`src/rtl/decode_pkg.sv`:
```
// decode_pkg: constants shared by the RV32I decode stage and its decoder.
//   ALU function codes, opcode/funct7 encodings, instruction formats,
//   pipeline state encoding, and the field values for bubbles/illegals.
//   No ports (package).
package decode_pkg;

  localparam int ALU_FUNCT_W = 5;

  localparam logic [4:0] ALU_ADD   = 5'd0;
  localparam logic [4:0] ALU_SUB   = 5'd1;
  localparam logic [4:0] ALU_SLL   = 5'd2;
  localparam logic [4:0] ALU_SLT   = 5'd3;
  localparam logic [4:0] ALU_SLTU  = 5'd4;
  localparam logic [4:0] ALU_XOR   = 5'd5;
  localparam logic [4:0] ALU_SRL   = 5'd6;
  localparam logic [4:0] ALU_SRA   = 5'd7;
  localparam logic [4:0] ALU_OR    = 5'd8;
  localparam logic [4:0] ALU_AND   = 5'd9;
  localparam logic [4:0] ALU_PASSB = 5'd10;
  // M-extension codes are ALU_M_BASE + funct3 (MUL .. REMU)
  localparam logic [4:0] ALU_M_BASE = 5'd16;

  localparam logic [6:0] OPC_LUI    = 7'b0110111;
  localparam logic [6:0] OPC_AUIPC  = 7'b0010111;
  localparam logic [6:0] OPC_JAL    = 7'b1101111;
  localparam logic [6:0] OPC_JALR   = 7'b1100111;
  localparam logic [6:0] OPC_BRANCH = 7'b1100011;
  localparam logic [6:0] OPC_LOAD   = 7'b0000011;
  localparam logic [6:0] OPC_STORE  = 7'b0100011;
  localparam logic [6:0] OPC_OPIMM  = 7'b0010011;
  localparam logic [6:0] OPC_OP     = 7'b0110011;

  localparam logic [6:0] F7_BASE   = 7'b0000000;
  localparam logic [6:0] F7_ALT    = 7'b0100000;
  localparam logic [6:0] F7_MULDIV = 7'b0000001;

  typedef enum logic [2:0] {
    FMT_R = 3'd0,
    FMT_I = 3'd1,
    FMT_S = 3'd2,
    FMT_B = 3'd3,
    FMT_U = 3'd4,
    FMT_J = 3'd5
  } fmt_t;

  // Bubbles and illegal instructions both look like addi x0,x0,0
  localparam logic [4:0] BUBBLE_FUNCT  = ALU_ADD;
  localparam fmt_t       BUBBLE_FMT    = FMT_I;
  localparam logic [4:0] ILLEGAL_FUNCT = ALU_ADD;
  localparam fmt_t       ILLEGAL_FMT   = FMT_I;

  // Encoded as occupancy of {output register, skid buffer}
  typedef enum logic [1:0] {
    ST_EMPTY = 2'b00,
    ST_ONE   = 2'b10,
    ST_TWO   = 2'b11
  } stage_state_t;

  function automatic logic [4:0] alu_from_funct3(input logic [2:0] f3);
    case (f3)
      3'b000:  return ALU_ADD;
      3'b001:  return ALU_SLL;
      3'b010:  return ALU_SLT;
      3'b011:  return ALU_SLTU;
      3'b100:  return ALU_XOR;
      3'b101:  return ALU_SRL;
      3'b110:  return ALU_OR;
      default: return ALU_AND;
    endcase
  endfunction

endpackage

```
`src/rtl/rv_decode_comb.sv`:
```
// rv_decode_comb: purely combinational RV32I instruction decoder.
//   in : instr[31:0]
//   out: funct (ALU code), rs1/rs2/rd, imm (sign-extended to XLEN),
//        fmt (R/I/S/B/U/J), illegal
// Build option: DECODE_M_EXT_EN enables decode of the M extension
//   (OP with funct7=0000001); without it that encoding is illegal.
module rv_decode_comb #(
  parameter int XLEN        = 32,
  parameter int REG_ADDR_W  = 5,
  parameter int ALU_FUNCT_W = 5
) (
  input  logic [31:0]            instr,
  output logic [ALU_FUNCT_W-1:0] funct,
  output logic [REG_ADDR_W-1:0]  rs1,
  output logic [REG_ADDR_W-1:0]  rs2,
  output logic [REG_ADDR_W-1:0]  rd,
  output logic [XLEN-1:0]        imm,
  output logic [2:0]             fmt,
  output logic                   illegal
);
  import decode_pkg::*;

  logic [6:0]  opcode;
  logic [2:0]  f3;
  logic [6:0]  f7;
  logic [31:0] imm_i;
  logic [4:0]  alu;
  fmt_t        fmt_d;
  logic [31:0] imm32;
  logic        bad;
  logic        use_rs1, use_rs2, use_rd;

  assign opcode = instr[6:0];
  assign f3     = instr[14:12];
  assign f7     = instr[31:25];
  assign imm_i  = {{20{instr[31]}}, instr[31:20]};

  always_comb begin
    alu   = ALU_ADD;
    fmt_d = FMT_I;
    imm32 = '0;
    bad   = 1'b0;
    case (opcode)
      OPC_LUI: begin
        fmt_d = FMT_U;
        alu   = ALU_PASSB;
        imm32 = {instr[31:12], 12'b0};
      end
      OPC_AUIPC: begin
        fmt_d = FMT_U;
        imm32 = {instr[31:12], 12'b0};
      end
      OPC_JAL: begin
        fmt_d = FMT_J;
        imm32 = {{12{instr[31]}}, instr[19:12], instr[20], instr[30:21], 1'b0};
      end
      OPC_JALR: begin
        imm32 = imm_i;
        bad   = (f3 != 3'b000);
      end
      OPC_BRANCH: begin
        fmt_d = FMT_B;
        imm32 = {{20{instr[31]}}, instr[7], instr[30:25], instr[11:8], 1'b0};
        case (f3[2:1])
          2'b00:   alu = ALU_SUB;
          2'b10:   alu = ALU_SLT;
          2'b11:   alu = ALU_SLTU;
          default: bad = 1'b1;
        endcase
      end
      OPC_LOAD: begin
        imm32 = imm_i;
        bad   = (f3 == 3'b011) || (f3 == 3'b110) || (f3 == 3'b111);
      end
      OPC_STORE: begin
        fmt_d = FMT_S;
        imm32 = {{20{instr[31]}}, instr[31:25], instr[11:7]};
        bad   = f3[2] || (f3 == 3'b011);
      end
      OPC_OPIMM: begin
        imm32 = imm_i;
        alu   = alu_from_funct3(f3);
        // only the shift-immediates constrain the upper bits
        if (f3 == 3'b001 && f7 != F7_BASE) bad = 1'b1;
        if (f3 == 3'b101) begin
          if (f7 == F7_ALT)       alu = ALU_SRA;
          else if (f7 != F7_BASE) bad = 1'b1;
        end
      end
      OPC_OP: begin
        fmt_d = FMT_R;
        if (f7 == F7_BASE)                     alu = alu_from_funct3(f3);
        else if (f7 == F7_ALT && f3 == 3'b000) alu = ALU_SUB;
        else if (f7 == F7_ALT && f3 == 3'b101) alu = ALU_SRA;
`ifdef DECODE_M_EXT_EN
        else if (f7 == F7_MULDIV)              alu = ALU_M_BASE + {2'b00, f3};
`endif
        else                                   bad = 1'b1;
      end
      default: bad = 1'b1;
    endcase
    if (instr[1:0] != 2'b11) bad = 1'b1;
  end

  always_comb begin
    use_rs1 = (fmt_d == FMT_R) || (fmt_d == FMT_I) || (fmt_d == FMT_S) || (fmt_d == FMT_B);
    use_rs2 = (fmt_d == FMT_R) || (fmt_d == FMT_S) || (fmt_d == FMT_B);
    use_rd  = (fmt_d == FMT_R) || (fmt_d == FMT_I) || (fmt_d == FMT_U) || (fmt_d == FMT_J);
  end

  assign illegal = bad;
  assign funct   = bad ? ALU_FUNCT_W'(ILLEGAL_FUNCT) : ALU_FUNCT_W'(alu);
  assign fmt     = bad ? ILLEGAL_FMT : fmt_d;
  assign rs1     = (!bad && use_rs1) ? REG_ADDR_W'(instr[19:15]) : '0;
  assign rs2     = (!bad && use_rs2) ? REG_ADDR_W'(instr[24:20]) : '0;
  assign rd      = (!bad && use_rd)  ? REG_ADDR_W'(instr[11:7])  : '0;
  assign imm     = bad ? '0 : XLEN'($signed(imm32));

endmodule

```
`src/rtl/instr_decode_stage.sv`:
```
// instr_decode_stage: registered valid/ready RV32I decode stage with a
//   1-entry skid buffer, flush and bubble insertion. XLEN must be >= 32.
//   clk, rst_n (async, active low), flush, ctrl_override
//   in_valid/in_ready/in_instr/in_pc        : fetch side
//   out_valid/out_ready/out_alu_funct/out_rs1/out_rs2/out_rd/out_imm/
//   out_fmt/out_illegal/out_pc              : execute side
// Build option: DECODE_M_EXT_EN (passed through to rv_decode_comb).
//
// state    | meaning
// ST_EMPTY | nothing held
// ST_ONE   | output register holds a result, skid buffer empty
// ST_TWO   | output register full and one raw instruction in skid buffer
module instr_decode_stage #(
  parameter int XLEN        = 32,
  parameter int REG_ADDR_W  = 5,
  parameter int ALU_FUNCT_W = decode_pkg::ALU_FUNCT_W
) (
  input  logic                   clk,
  input  logic                   rst_n,
  input  logic                   flush,
  input  logic                   ctrl_override,
  input  logic                   in_valid,
  output logic                   in_ready,
  input  logic [31:0]            in_instr,
  input  logic [XLEN-1:0]        in_pc,
  output logic                   out_valid,
  input  logic                   out_ready,
  output logic [ALU_FUNCT_W-1:0] out_alu_funct,
  output logic [REG_ADDR_W-1:0]  out_rs1,
  output logic [REG_ADDR_W-1:0]  out_rs2,
  output logic [REG_ADDR_W-1:0]  out_rd,
  output logic [XLEN-1:0]        out_imm,
  output logic [2:0]             out_fmt,
  output logic                   out_illegal,
  output logic [XLEN-1:0]        out_pc
);
  import decode_pkg::*;

  stage_state_t state_q, state_d;

  logic [31:0]     sb_instr;
  logic [XLEN-1:0] sb_pc;
  logic            sb_ovr;
  logic            sb_full;
  logic            accept, out_xfer, load_or, load_sb;

  logic [31:0]            src_instr;
  logic [XLEN-1:0]        src_pc;
  logic                   src_ovr;
  logic [ALU_FUNCT_W-1:0] dec_funct;
  logic [REG_ADDR_W-1:0]  dec_rs1, dec_rs2, dec_rd;
  logic [XLEN-1:0]        dec_imm;
  logic [2:0]             dec_fmt;
  logic                   dec_illegal;

  always_ff @(posedge clk or negedge rst_n) begin
    if (!rst_n) state_q <= ST_EMPTY;
    else        state_q <= state_d;
  end

  always_comb begin
    state_d = state_q;
    if (flush) begin
      state_d = ST_EMPTY;
    end else begin
      case (state_q)
        ST_EMPTY: if (accept) state_d = ST_ONE;
        ST_ONE: begin
          if (accept && !out_xfer)      state_d = ST_TWO;
          else if (!accept && out_xfer) state_d = ST_EMPTY;
        end
        ST_TWO:   if (out_xfer) state_d = ST_ONE;
        default:  state_d = ST_EMPTY;
      endcase
    end
  end

  // in_ready depends only on state, so out_ready never reaches it combinationally
  always_comb begin
    sb_full   = (state_q == ST_TWO);
    in_ready  = !sb_full;
    out_valid = (state_q != ST_EMPTY);
    load_or   = 1'b0;
    load_sb   = 1'b0;
    if (!flush) begin
      case (state_q)
        ST_EMPTY: load_or = accept;
        ST_ONE: begin
          load_or = accept && out_ready;
          load_sb = accept && !out_ready;
        end
        ST_TWO:   load_or = out_ready;
        default: ;
      endcase
    end
  end

  assign accept   = in_valid && in_ready;
  assign out_xfer = out_valid && out_ready;

  // With the skid buffer occupied it is always the oldest instruction
  assign src_instr = sb_full ? sb_instr : in_instr;
  assign src_pc    = sb_full ? sb_pc    : in_pc;
  assign src_ovr   = sb_full ? sb_ovr   : ctrl_override;

  rv_decode_comb #(
    .XLEN        (XLEN),
    .REG_ADDR_W  (REG_ADDR_W),
    .ALU_FUNCT_W (ALU_FUNCT_W)
  ) u_dec (
    .instr   (src_instr),
    .funct   (dec_funct),
    .rs1     (dec_rs1),
    .rs2     (dec_rs2),
    .rd      (dec_rd),
    .imm     (dec_imm),
    .fmt     (dec_fmt),
    .illegal (dec_illegal)
  );

  always_ff @(posedge clk or negedge rst_n) begin
    if (!rst_n) begin
      sb_instr <= '0;
      sb_pc    <= '0;
      sb_ovr   <= 1'b0;
    end else if (load_sb) begin
      sb_instr <= in_instr;
      sb_pc    <= in_pc;
      sb_ovr   <= ctrl_override;
    end
  end

  always_ff @(posedge clk or negedge rst_n) begin
    if (!rst_n) begin
      out_alu_funct <= '0;
      out_rs1       <= '0;
      out_rs2       <= '0;
      out_rd        <= '0;
      out_imm       <= '0;
      out_fmt       <= '0;
      out_illegal   <= 1'b0;
      out_pc        <= '0;
    end else if (load_or) begin
      if (src_ovr) begin
        out_alu_funct <= ALU_FUNCT_W'(BUBBLE_FUNCT);
        out_rs1       <= '0;
        out_rs2       <= '0;
        out_rd        <= '0;
        out_imm       <= '0;
        out_fmt       <= BUBBLE_FMT;
        out_illegal   <= 1'b0;
      end else begin
        out_alu_funct <= dec_funct;
        out_rs1       <= dec_rs1;
        out_rs2       <= dec_rs2;
        out_rd        <= dec_rd;
        out_imm       <= dec_imm;
        out_fmt       <= dec_fmt;
        out_illegal   <= dec_illegal;
      end
      out_pc <= src_pc;
    end
  end

endmodule

```
`config.mk`:
```
export PLATFORM = sky130hd
export DESIGN_NAME = instr_decode_stage
export DESIGN_NICKNAME = d
export VERILOG_FILES = /design/src/rtl/decode_pkg.sv /design/src/rtl/rv_decode_comb.sv /design/src/rtl/instr_decode_stage.sv
export SDC_FILE = /design/constraint.sdc
export NUM_CORES = 1
export LEC_CHECK = 0
export CAP_MARGIN = 20
export CORE_ASPECT_RATIO = 0.7
export CORE_UTILIZATION = 48
export DETAILED_ROUTE_END_ITERATION = 10
export PLACE_DENSITY = 0.87
export RECOVER_POWER = 100
export SLEW_MARGIN = 20
export SYNTH_ARGS = -nofsm -noshare
export SYNTH_HDL_FRONTEND = slang
export SYNTH_HIERARCHICAL = 1
export SYNTH_SLANG_ARGS = --single-unit
export TNS_END_PERCENT = 5
```
`constraint.sdc`:
```
create_clock -name clk -period 3.85 [get_ports clk]
set_clock_uncertainty 0.2 [all_clocks]
set_input_delay 0.77 -clock clk [delete_from_list [all_inputs] [get_ports clk]]
set_output_delay 0.77 -clock clk [all_outputs]
set_load 0.02 [all_outputs]
```
# Word level (Yosys, flattened, before mapping)
# Cells that the tools add are included.
[totals]
reg_bits = 155
in_bits = 70
output_inout_bits = 90
wordCells = 128
[classes]
eq_ne = 30
mux = 46
n_reduce_logical = 40
[ops]
columns = ["op", "count"]
rows = [
  ["$pmux W32 S5", 1],
  ["$mux W32", 4],
  ["$mux W5", 11],
  ["$eq A7 B6 Y1 const B", 4],
  ["$pmux W4 S7", 1],
  ["$eq A7 B7 Y1 const B", 3],
  ["$pmux W5 S4", 1],
  ["$eq A3 B3 Y1 const B", 6],
  ["$pmux W3 S5", 1],
  ["$eq A7 B5 Y1 const B", 2],
  ["$mux W1", 14],
  ["$eq A3 B2 Y1 const B", 4],
  ["$logic_and A1 B1 Y1", 12],
  ["$logic_or A1 B1 Y1", 10],
  ["$mux W2", 5],
  ["$mux W3", 3],
  ["$pmux W3 S3", 1],
  ["$reduce_or A3 Y1", 3],
  ["$eq A2 B2 Y1 const B", 4],
  ["$eq A7 B2 Y1 const B", 1],
  ["$logic_not A7 Y1", 1],
  ["$pmux W1 S7", 1],
  ["$reduce_bool A7 Y1", 1],
  ["$eq A3 B1 Y1 const B", 2],
  ["14 further kinds", 20],
]

# Longest topological paths before layout
# Gate-level depths: netlist of the first run.
[logic_depth]
depth_word = 14
ltp_mapped = 15
ltp_nobuf = 10

# By module
# Netlist of the first run, hierarchy kept.
[modules_own_cells]
columns = ["mod", "n_inst", "cells_each", "area_per_inst_um2", "seq_area_each_um2"]
rows = [
  ["instr_decode_stage", 1, 544, 7144.4, 3878.7],
  ["rv_decode_comb", 1, 214, 1249.9, 0.0],
]

# Worst setup path before layout of the first run
# No wires, ideal clock.
[synth_timing]
path_kind = "reg-to-reg"
startpoint = "reg state_q[0]"
endpoint = "reg out_fmt[0]"
setup_time_ns = 0.127
t_arrival_ns = 3.540
required_ns = 3.523
slack_ns = -0.018
stages_incl_launch_ff = 14
n_path_buf = 4
synth_period_minus_slack_ns = 3.868
path_cell_list = "dfrtp_1 ha_1 buf_4 buf_2 buf_2 mux2_2 or4_4 nor3_4 a2111oi_0 or3_1 buf_4 or3_1 nand2b_1 mux2_1"
[synth_via]
elab_chain_len = 12
elab_cells_between_ends = 55
cone_classes = "20 x eq/ne; 17 x mux; 18 x reduce/logical"
[synth_lines]
columns = ["item", "line", "rtl"]
rows = [
  ["from (decl)", "instr_decode_stage.sv:39", "stage_state_t state_q, state_d;"],
  ["from (signal assigned)", "instr_decode_stage.sv:58", "else state_q <= state_d;"],
  ["$eq A2 B2 Y1 *", "instr_decode_stage.sv:80", "sb_full = (state_q == ST_TWO);"],
  ["$mux W32 *", "instr_decode_stage.sv:102", "assign src_instr = sb_full ? sb_instr : in_instr;"],
  ["named net src_instr[25]", "instr_decode_stage.sv:47", "logic [31:0] src_instr;"],
  ["$reduce_bool A7 Y1", "rv_decode_comb.sv:84, rv_decode_comb.sv:87", ""],
  ["$logic_and A1 B1 Y1", "rv_decode_comb.sv:84", "if (f3 == 3'b001 && f7 != F7_BASE) bad = 1'b1;"],
  ["$mux W1", "rv_decode_comb.sv:84", ""],
  ["$mux W1", "rv_decode_comb.sv:87", "else if (f7 != F7_BASE) bad = 1'b1;"],
  ["$mux W1", "rv_decode_comb.sv:86", "if (f7 == F7_ALT) alu = ALU_SRA;"],
  ["$mux W1", "rv_decode_comb.sv:85", "if (f3 == 3'b101) begin"],
  ["$pmux W1 S7 *", "rv_decode_comb.sv:43", "case (opcode)"],
  ["$mux W1 *", "rv_decode_comb.sv:102", "if (instr[1:0] != 2'b11) bad = 1'b1;"],
  ["$mux W3 *", "rv_decode_comb.sv:113", "assign fmt = bad ? ILLEGAL_FMT : fmt_d;"],
  ["named net dec_fmt[0]", "instr_decode_stage.sv:53", "logic [2:0] dec_fmt;"],
  ["$mux W3 *", "instr_decode_stage.sv:144", "if (src_ovr) begin"],
  ["to (signal assigned)", "instr_decode_stage.sv:158", "out_fmt <= dec_fmt;"],
  ["to (decl)", "instr_decode_stage.sv:33", "output logic [2:0] out_fmt,"],
]
# The timed path passes the listed nets; every way through them passes the cells marked *.
# A chain may end at the register's enable or synchronous reset.

# Worst setup path after layout of the first run
[layout_timing]
startpoint = "reg state_q[0]"
endpoint = "reg out_imm[26]"
[layout_via]
elab_cells_between_ends = 56
cone_classes = "20 x eq/ne; 17 x mux; 19 x reduce/logical"
[layout_lines]
columns = ["item", "line", "rtl"]
rows = [
  ["$eq A2 B2 Y1 *", "instr_decode_stage.sv:80", ""],
  ["$mux W32 *", "instr_decode_stage.sv:102", ""],
  ["named net src_instr[6]", "instr_decode_stage.sv:47", ""],
  ["$eq A7 B6 Y1 (tied with other cells)", "rv_decode_comb.sv:43", ""],
  ["$reduce_or A3 Y1 (no source line)", "-", ""],
  ["$pmux W1 S7", "rv_decode_comb.sv:43", ""],
  ["$mux W1", "rv_decode_comb.sv:102", ""],
  ["$mux W32 *", "rv_decode_comb.sv:117", "assign imm = bad ? '0 : XLEN'($signed(imm32));"],
  ["named net dec_imm[26]", "instr_decode_stage.sv:52", "logic [XLEN-1:0] dec_imm;"],
  ["$mux W32 *", "instr_decode_stage.sv:144", ""],
  ["to (signal assigned)", "instr_decode_stage.sv:157", "out_imm <= dec_imm;"],
  ["to (decl)", "instr_decode_stage.sv:32", "output logic [XLEN-1:0] out_imm,"],
]
# Marked as above.

==> results of run 1 <==
-- power breakdown --
part,total [mW],internal [mW],switching [mW]
Sequential,2.42,2.16,0.259
Clock,1.67,0.943,0.725
Combinational,1.86,0.978,0.879
Total,5.95,4.08,1.86
-- layout make-up --
cell class / instances / area [um^2] / share of cell area
flip-flops and latches: 155 / 3879 / 0.3613
multi-input cells: 479 / 3865 / 0.3601
repair buffers: 195 / 1853 / 0.1726
clock buffers: 19 / 452.9 / 0.04220
well taps: 231 / 289.0 / 0.02693
inverters: 70 / 262.8 / 0.02448
clock inverters: 13 / 132.6 / 0.01236
-- layout by cell type, fill, tap and decap left out, types with 9 or more instances in the layout --
| master | instances |
|---|---|
| inv_1 | 69 |
| a21oi_1 | 21 |
| dfrtp_1 | 155 |
| mux2i_1 | 55 |
| buf_4 | 27 |
| nor2b_1 | 9 |
| clkbuf_16 | 17 |
| nor3_1 | 48 |
| clkdlybuf4s50_1 | 69 |
| mux2_2 | 157 |
| dlygate4sd3_1 | 89 |
| nand2_1 | 88 |
-- repair_timing --
| action | in CTS | in global routing |
|---|---|---|
| gates resized for setup | 0 | 1 |
| setup buffers | 0 | 0 |
| setup endpoints to repair | 0 | 30 |
| endpoints found under the hold margin | 0 | 0 |
-- logic make-up after synthesis --
logic type	synth area share
AOI/OAI and AO/OA	0.05366
xor gates and xnor gates	0.002087
adders and majority gates	0.005962
buffers and inverters	0.07781
DFF	0.4621
muxes	0.2854
other	0.0004467
and+or+nand+nor	0.1125
-- layer usage --
metal	share of wire	global-route usage	vias up	wire, um
li1	-	-	2938	-
met1	0.47	0.3566	3069	9898
met2	0.44	0.3597	258	9091
met3	0.080	0.06541	18	1673
met4	0.0096	0.06540	0	201
met5	0	0	-	0
-- per-stage QoR --
| stage | std cells | power [mW] | setup slack, ns | area [um^2] | hold slack, ns |
|---|---|---|---|---|---|
| global placement | 1130 | 4.313 | 0.08949 | 10210 | 0.2668 |
| global route | 1162 | 6.269 | 0.05425 | 10730 | 0.3121 |
| floorplan | 758 | 3.649 | 0.03311 | 8397 | 0.2736 |
| CTS | 1162 | 6.091 | 0.2353 | 10800 | 0.1860 |
| finish | 1162 | 5.949 | 0.2822 | 10730 | 0.2797 |
| detailed placement | 1130 | 4.401 | 0.05704 | 10210 | 0.2751 |
-- flip-flops by register name, indices dropped and copies added, names as in the netlist --
register	count
out_rs2	5
out_alu_funct	5
sb_instr	32
out_rs1	5
out_imm	32
out_illegal	1
out_pc	32
state_q	2
sb_ovr	1
out_fmt	3
out_rd	5
sb_pc	32
-- worst max-delay path, stage by stage (launching register included) --
cell	delay (ns)
dfrtp_1	0.44
ha_4	0.37
buf_4	0.24
mux2_2	0.47
mux2_2	0.31
nor4b_1	0.49
and2_1	0.45
a21oi_1	0.08
nor3_1	0.18
nand2_1	0.10
mux2i_1	0.13
-- final timing paths --
path | slack, ns | cells past startpoint | endpoint
max | 0.28 | 10 | out_imm[26]
min | 0.28 | 1 | out_pc[29]
max reg2reg | 0.28 | 10 | out_imm[26]
min reg2reg | 0.28 | 1 | out_pc[29]
max in group asynchronous | 0.66 | 2 | out_imm[7]
min in group asynchronous | 0.64 | 1 | out_pc[24]
==> impl_metrics.env, run 1 <==
export IMPL_outcome="finished, violations left"
export IMPL_violations="capacitance limit, slew limit"
export IMPL_wirelength_mm=20.86
export IMPL_syn_area_um2=8394
export IMPL_drt_iter0_drc=599
export IMPL_synthDominantCellAreaShare=0.4621
export IMPL_cap_violations=1
export IMPL_drc=0
export IMPL_powerDensity_nw_per_um2=554.2
export IMPL_ys_seq_elements=155
export IMPL_n_fill_cell=1393
export IMPL_start_util=0.4904
export IMPL_synthTopCellsByArea="dfrtp_1 (46%), mux2_2 (21%), mux2i_1 (6.7%)"
export IMPL_clockBufferDepth=2
export IMPL_async_flop_share=1.000
export IMPL_cts_reportedPaths_clkPinSlew_ns=0.07
export IMPL_crit_start="state_q[0]"
export IMPL_syn_avg_cell_area_um2=11.07
export IMPL_cts_sinks=155
export IMPL_setup_violations=0
export IMPL_synth_nets=832
export IMPL_finish_utilization=0.6271
export IMPL_worstPathMaxFanout=20
export IMPL_endpoint_kind="flip-flop"
export IMPL_cts_root_buf="clkbuf_16"
export IMPL_arrival_ns=3.70
export IMPL_yosysWarnings=6
export IMPL_die_w_um=160.1
export IMPL_rsz0062_at_grt="false"
export IMPL_num_vias=6283
export IMPL_vias_per_cell=5.407
export IMPL_worstSkewPairLatency_ns=0.43
export IMPL_die_h_um=112.6
export IMPL_cts_tree="built"
export IMPL_io_pins=160
export IMPL_yosysUniqueCellTypes=66
export IMPL_r2r_start="state_q[0]"
export IMPL_antenna_found_initial=0
export IMPL_worstMarginPinSlew_ns=1.835
export IMPL_gp_congestion=0.9379
export IMPL_fp_coreArea_um2=17120
export IMPL_power_leakage_nw=4.561
export IMPL_cts_max_level=4
export IMPL_yosysSeqAreaShare=0.4621
export IMPL_fin_crit_sh=0.9267
export IMPL_gr_total_overflow=0
export IMPL_netlist_instances=758
export IMPL_synth_edf_count=0
export IMPL_report_final_slew_viol_count=75
export IMPL_hold_buffers=0
export IMPL_hold_viol_final=0
export IMPL_cts_made_buffers=17
export IMPL_vdd_drop_max_mv=0.4431
export IMPL_synth_top_cell_by_area="dfrtp_1"
export IMPL_fin_crit_ns=3.568
export IMPL_fin_tns_setup_ns=0
export IMPL_port_buffers=159
export IMPL_required_ns=3.98
export IMPL_ys_flop_type="dfrtp_1"
export IMPL_grt_max_degree=75
export IMPL_path_class="reg -> reg"
export IMPL_area_growth_pct=27.87
export IMPL_grt_pass1_vias=6327
export IMPL_slew_headroom=-0.2232
export IMPL_grt_usage=0.2450
export IMPL_diodes=0
export IMPL_grt_pass1_wl_mm=34.09
export IMPL_fin_nets=992
export IMPL_yosysMostFrequentCell="mux2_2"
export IMPL_startpoint_type="flip-flop"
export IMPL_first_pass_iters=5
export IMPL_holdCritStartpoint="out_pc[29]"
export IMPL_final_antenna_net_count=0
export IMPL_dieArea_um2=18030
export IMPL_netlist_top_cells_count="mux2_2 (158), dfrtp_1 (155), nand2_1 (88)"
export IMPL_wl_per_cell_um=17.96
export IMPL_row_count=40
export IMPL_post_dp_hpwl_mm=14.82
export IMPL_layout_drive_gt1_share=0.2513
export IMPL_hold_path_class="reg -> reg"
export IMPL_fmax_mhz=280.3
Note: power is estimated with default switching activity, not from simulation.
==> run 2: changes to the inputs <==
- CORE_UTILIZATION: 48 -> 35
- CTS_BUF_LIST: default -> sky130_fd_sc_hd__clkbuf_16
- PLACE_DENSITY: 0.87 -> 0.69
==> impl_metrics.env, run 2 (synthesized netlist as in run 1, its figures left out) <==
export IMPL_crit_start="state_q[0]"
export IMPL_num_vias=6166
export IMPL_met2_length_mm=9.514
export IMPL_area_growth_pct=29.01
export IMPL_report_final_slew_viol_count=75
export IMPL_fin_area_um2=10830
export IMPL_wl_per_cell_um=17.35
export IMPL_setup_violations=0
export IMPL_outcome="finished, violations left"
export IMPL_final_cell_mix="mux2_2 (157), dfrtp_1 (155), dlygate4sd3_1 (89), nand2_1 (88), inv_1 (70)"
export IMPL_cap_violations=1
export IMPL_start_util=0.3560
export IMPL_grt_usage=0.1838
export IMPL_dp_cells=1216
export IMPL_dieArea_um2=24620
export IMPL_post_dp_cell_area_um2=10340
export IMPL_cts_tree="built"
export IMPL_final_antenna_net_count=0
export IMPL_r2r_start="state_q[0]"
export IMPL_hold_viol_final=0
export IMPL_fin_nets=991
export IMPL_gp_congestion=0.9146
export IMPL_pre_cts_slack_ns=0.001222
export IMPL_die_h_um=131.6
export IMPL_power_leakage_nw=4.533
export IMPL_antenna_found_initial=0
export IMPL_clockBufferDepth=2
export IMPL_startpoint_type="flip-flop"
export IMPL_wirelength_mm=21.65
export IMPL_diodes=0
export IMPL_fin_tns_setup_ns=0
export IMPL_grt_pass1_wl_mm=35.05
export IMPL_final_common_cell="mux2_2"
export IMPL_post_cts_buffers=0
export IMPL_reg2regPathDepth=10
export IMPL_row_count=47
export IMPL_hold_buffers=0
export IMPL_drc=0
export IMPL_vias_per_cell=4.941
export IMPL_worstPathMaxFanout=45
export IMPL_io_pins=160
export IMPL_fmax_mhz=278.2
export IMPL_path_class="reg -> reg"
export IMPL_cts_reportedPaths_clkPinSlew_ns=0.07
export IMPL_hold_path_class="reg -> reg"
export IMPL_wl_met1_mm=10.45
export IMPL_grt_max_degree=75
export IMPL_worstMarginPinSlew_ns=1.926
export IMPL_fin_crit_sh=0.9337
export IMPL_die_w_um=187.1
export IMPL_routed_top_layer="met4"
export IMPL_endpoint_kind="flip-flop"
export IMPL_cts_resized_gates=0
export IMPL_setup_ws_ns=0.2552
export IMPL_first_pass_iters=6
export IMPL_cts_sinks=155
export IMPL_slew_headroom=-0.2843
export IMPL_vdd_drop_max_mv=0.3240
export IMPL_gr_total_overflow=0
export IMPL_worstSkewPairLatency_ns=0.43
export IMPL_rsz0062_at_grt="false"
export IMPL_cts_max_level=4
export IMPL_holdCritStartpoint="out_pc[28]"
export IMPL_arrival_ns=3.74
export IMPL_cts_root_buf="clkbuf_16"
export IMPL_fp_coreArea_um2=23580
export IMPL_post_dp_hpwl_mm=15.23
export IMPL_powerDensity_nw_per_um2=547.9
export IMPL_fin_crit_ns=3.595
export IMPL_instances_no_fill=1248
export IMPL_drt_iter0_drc=431
export IMPL_cp_endpoint="out_imm[26]"
export IMPL_regToRegEndpoint="out_imm[26]"
export IMPL_violations="capacitance limit, slew limit"
export IMPL_cts_made_buffers=17
export IMPL_wl_met3_mm=1.513
export IMPL_grt_pass1_vias=6288
export IMPL_port_buffers=159
export IMPL_required_ns=3.99
export IMPL_r2r_slack_ns=0.26
export IMPL_layout_drive_gt1_share=0.2452
==> run 2: final cells by class <==
type / instances / area (um^2)
clock inverters: 15 / 151.4
inverters: 70 / 262.8
clock buffers: 17 / 425.4
well taps: 318 / 397.9
multi-input cells: 479 / 3862
flip-flops and latches: 155 / 3879
repair buffers: 194 / 1851
fillers: 2259 / 12750
==> run 2: how the worst min path moves through the flow <==
| stage | cells past startpoint | slack, ns | end |
|---|---|---|---|
| floorplan | 0 | 0.27 | out_alu_funct[0] |
| global placement | 1 | 0.27 | out_pc[29] |
| detailed placement | 1 | 0.28 | out_pc[29] |
| CTS | 1 | 0.18 | out_imm[24] |
| global route | 1 | 0.30 | out_pc[27] |
| finish | 1 | 0.28 | out_pc[28] |
==> run 2: through the flow <==
stage	power (mW)	hold slack [ns]	utilization
after CTS	6.105	0.1832	0.4629
final	5.933	0.2801	0.4592
after floorplan	3.649	0.2736	-
after detailed placement	4.403	0.2760	0.4385
after global placement	4.330	0.2677	0.4385
after global routing	6.246	0.3017	0.4592
==> run 2: per-layer routing <==
metal / up-vias / GRT usage
met1: 3030 / 0.2634
met3: 15 / 0.05716
met2: 177 / 0.2691
met5: - / 0
li1: 2944 / -
met4: 0 / 0.04144
==> run 2: power breakdown <==
part,internal (mW),switching [mW],total [mW]
Sequential,2.16,0.251,2.41
Combinational,0.968,0.880,1.85
Clock,0.953,0.718,1.67
Total,4.08,1.85,5.93
==> run 2: worst max-delay path, cell delays in order, from the launching register on <==
cell and delay, ns:
dfrtp_1 0.44, ha_4 0.34, mux2_1 0.39, or4_4 0.57
nor3_4 0.22, a211oi_1 0.14, or3_1 0.37, buf_4 0.29
nor3_1 0.27, nand2_1 0.08, mux2i_1 0.18
==> run 3: changes to the inputs <==
- CORE_UTILIZATION: 35 -> 48
- PLACE_DENSITY: 0.69 -> 0.87
- SLEW_MARGIN: 20 -> 15
==> impl_metrics.env, run 3 (synthesized netlist as in run 1, its figures left out) <==
export IMPL_outcome="finished, violations left"
export IMPL_violations="capacitance limit, slew limit"
export IMPL_worstMarginPinSlew_ns=1.855
export IMPL_drc=0
export IMPL_path_class="reg -> reg"
export IMPL_io_pins=160
export IMPL_grt_pass1_wl_mm=34.11
export IMPL_fin_crit_sh=0.9282
export IMPL_post_dp_hpwl_mm=14.82
export IMPL_worstPathMaxFanout=20
export IMPL_r2r_slack_ns=0.28
export IMPL_port_buffers=159
export IMPL_drt_iter0_drc=655
export IMPL_fp_coreArea_um2=17120
export IMPL_slowest_delay_ns=0.50
export IMPL_cp_endpoint="out_imm[26]"
export IMPL_cts_reportedPaths_clkPinSlew_ns=0.07
export IMPL_power_mw=5.907
export IMPL_grt_max_degree=75
export IMPL_fin_nets=992
export IMPL_grt_usage=0.2450
export IMPL_post_cts_buffers=0
export IMPL_crit_chain="ha_4 -> buf_4 -> mux2_2 -> mux2_2 -> nor4b_1 -> and2_1 -> a21oi_1 -> nor3_1 -> nand2_1 -> mux2i_1"
export IMPL_report_final_slew_viol_count=75
export IMPL_final_common_cell="mux2_2"
export IMPL_final_antenna_net_count=0
export IMPL_wl_per_cell_um=17.95
export IMPL_cts_tree="built"
export IMPL_cts_max_level=4
export IMPL_rsz0062_at_grt="false"
export IMPL_vdd_drop_max_mv=0.3993
export IMPL_r2r_start="state_q[0]"
export IMPL_num_vias=6287
export IMPL_first_pass_iters=6
export IMPL_power_leakage_nw=4.550
export IMPL_n_fill_cell=1400
export IMPL_crit_start="state_q[0]"
export IMPL_diodes=0
export IMPL_cp_num_cells=10
export IMPL_crit_slowest_cell="nor4b_1"
export IMPL_hold_viol_final=0
export IMPL_cap_violations=1
export IMPL_hold_path_class="reg -> reg"
export IMPL_cpMostUsedCell="mux2_2"
export IMPL_hold_depth=1
export IMPL_clockBufferDepth=2
export IMPL_grt_pass1_vias=6341
export IMPL_startpoint_type="flip-flop"
export IMPL_row_count=40
export IMPL_powerDensity_nw_per_um2=551.3
export IMPL_final_cell_mix="mux2_2 (157), dfrtp_1 (155), dlygate4sd3_1 (89), nand2_1 (88)"
export IMPL_setup_violations=0
export IMPL_required_ns=3.98
export IMPL_cts_made_buffers=17
export IMPL_worstSkewPairLatency_ns=0.43
export IMPL_endpoint_kind="flip-flop"
export IMPL_cts_sinks=155
export IMPL_fmax_mhz=279.8
export IMPL_gp_congestion=0.9379
export IMPL_fin_tns_setup_ns=0
export IMPL_die_h_um=112.6
export IMPL_vias_per_cell=5.410
export IMPL_area_growth_pct=27.63
export IMPL_wirelength_mm=20.86
export IMPL_cts_root_buf="clkbuf_16"
export IMPL_layout_drive_gt1_share=0.2492
export IMPL_regToRegEndpoint="out_imm[26]"
export IMPL_gr_total_overflow=0
export IMPL_reg2regPathDepth=10
export IMPL_slew_headroom=-0.2364
export IMPL_worst_path_buf_inv=1
export IMPL_dp_cells=1130
export IMPL_start_util=0.4904
export IMPL_instances_no_fill=1162
export IMPL_whs_ns=0.2796
export IMPL_fin_crit_ns=3.573
export IMPL_critPathTopFamily="simple AND/OR/NAND/NOR gates"
export IMPL_dieArea_um2=18030
export IMPL_antenna_found_initial=0
export IMPL_arrival_ns=3.70
export IMPL_die_w_um=160.1
[run 3: changes by cell type in the layout (fill, tap and decap cells not counted), moves of 2 or more]
cell        previous run  this run
clkbuf_4               2         0
clkbuf_2               3         6
buf_4                 24        27
inv_8                  0         2
clkbuf_1               5         2
nor3_2                 2         0
nor3_1                46        48
clkinvlp_4             3         0
inv_6                  2         4
[run 3: worst register-to-register path: stages, from the launching register on]
cell and delay, ns:
dfrtp_1 0.44, ha_4 0.38, buf_4 0.25, mux2_2 0.46
mux2_2 0.31, nor4b_1 0.50, and2_1 0.45, a21oi_1 0.08
nor3_1 0.18, nand2_1 0.10, mux2i_1 0.13
[run 3: how the worst min path moves through the flow]
stage | from | end | slack [ns]
6_report | out_pc[29] | out_pc[29] | 0.28
5_1_grt | sb_instr[31] | sb_instr[31] | 0.31
4_1_cts | rst_n | out_pc[19] | 0.19
3_5_place_dp | out_pc[29] | out_pc[29] | 0.28
3_3_place_gp | out_pc[28] | out_pc[28] | 0.27
2_1_floorplan | rst_n | out_alu_funct[0] | 0.27
[run 3: metrics by stage]
step	area (um^2)	setup WS (ns)	util
floorplan	8397	0.03311	-
global placement	10210	0.08949	0.5967
detailed placement	10210	0.05704	0.5967
CTS	10780	0.2353	0.6298
global route	10710	0.05327	0.6260
finish	10710	0.2765	0.6260
[run 3: report_power, final]
part           leakage, nW  switching (mW)  total (mW)  internal (mW)
Clock                0.281           0.723        1.63          0.903
Sequential            1.97           0.261        2.42           2.16
Combinational         2.30           0.879        1.86          0.978
[run 3: final cells by class]
type	count	area, um^2	area share
clock buffer	17	425.4	0.03971
multi-input combinational	479	3865	0.3607
inverter	70	262.8	0.02452
clock inverter	15	140.1	0.01308
sequential	155	3879	0.3620
timing repair buffer	195	1853	0.1730
tap	231	289.0	0.02698
[run 3: repair_timing]
action / 4_1_cts / 5_1_grt
hold buffers: 0 / 0
resized for setup: 0 / 1
setup endpoints to repair: 0 / 30
[run 3: layer usage]
layer  vias to the layer above  share of wire  track usage
met5                         -              0            0
met1                      3072           0.47       0.3566
li1                       2945              -            -
met3                        16          0.083      0.06208
met2                       254           0.44       0.3600
met4                         0          0.011      0.07111
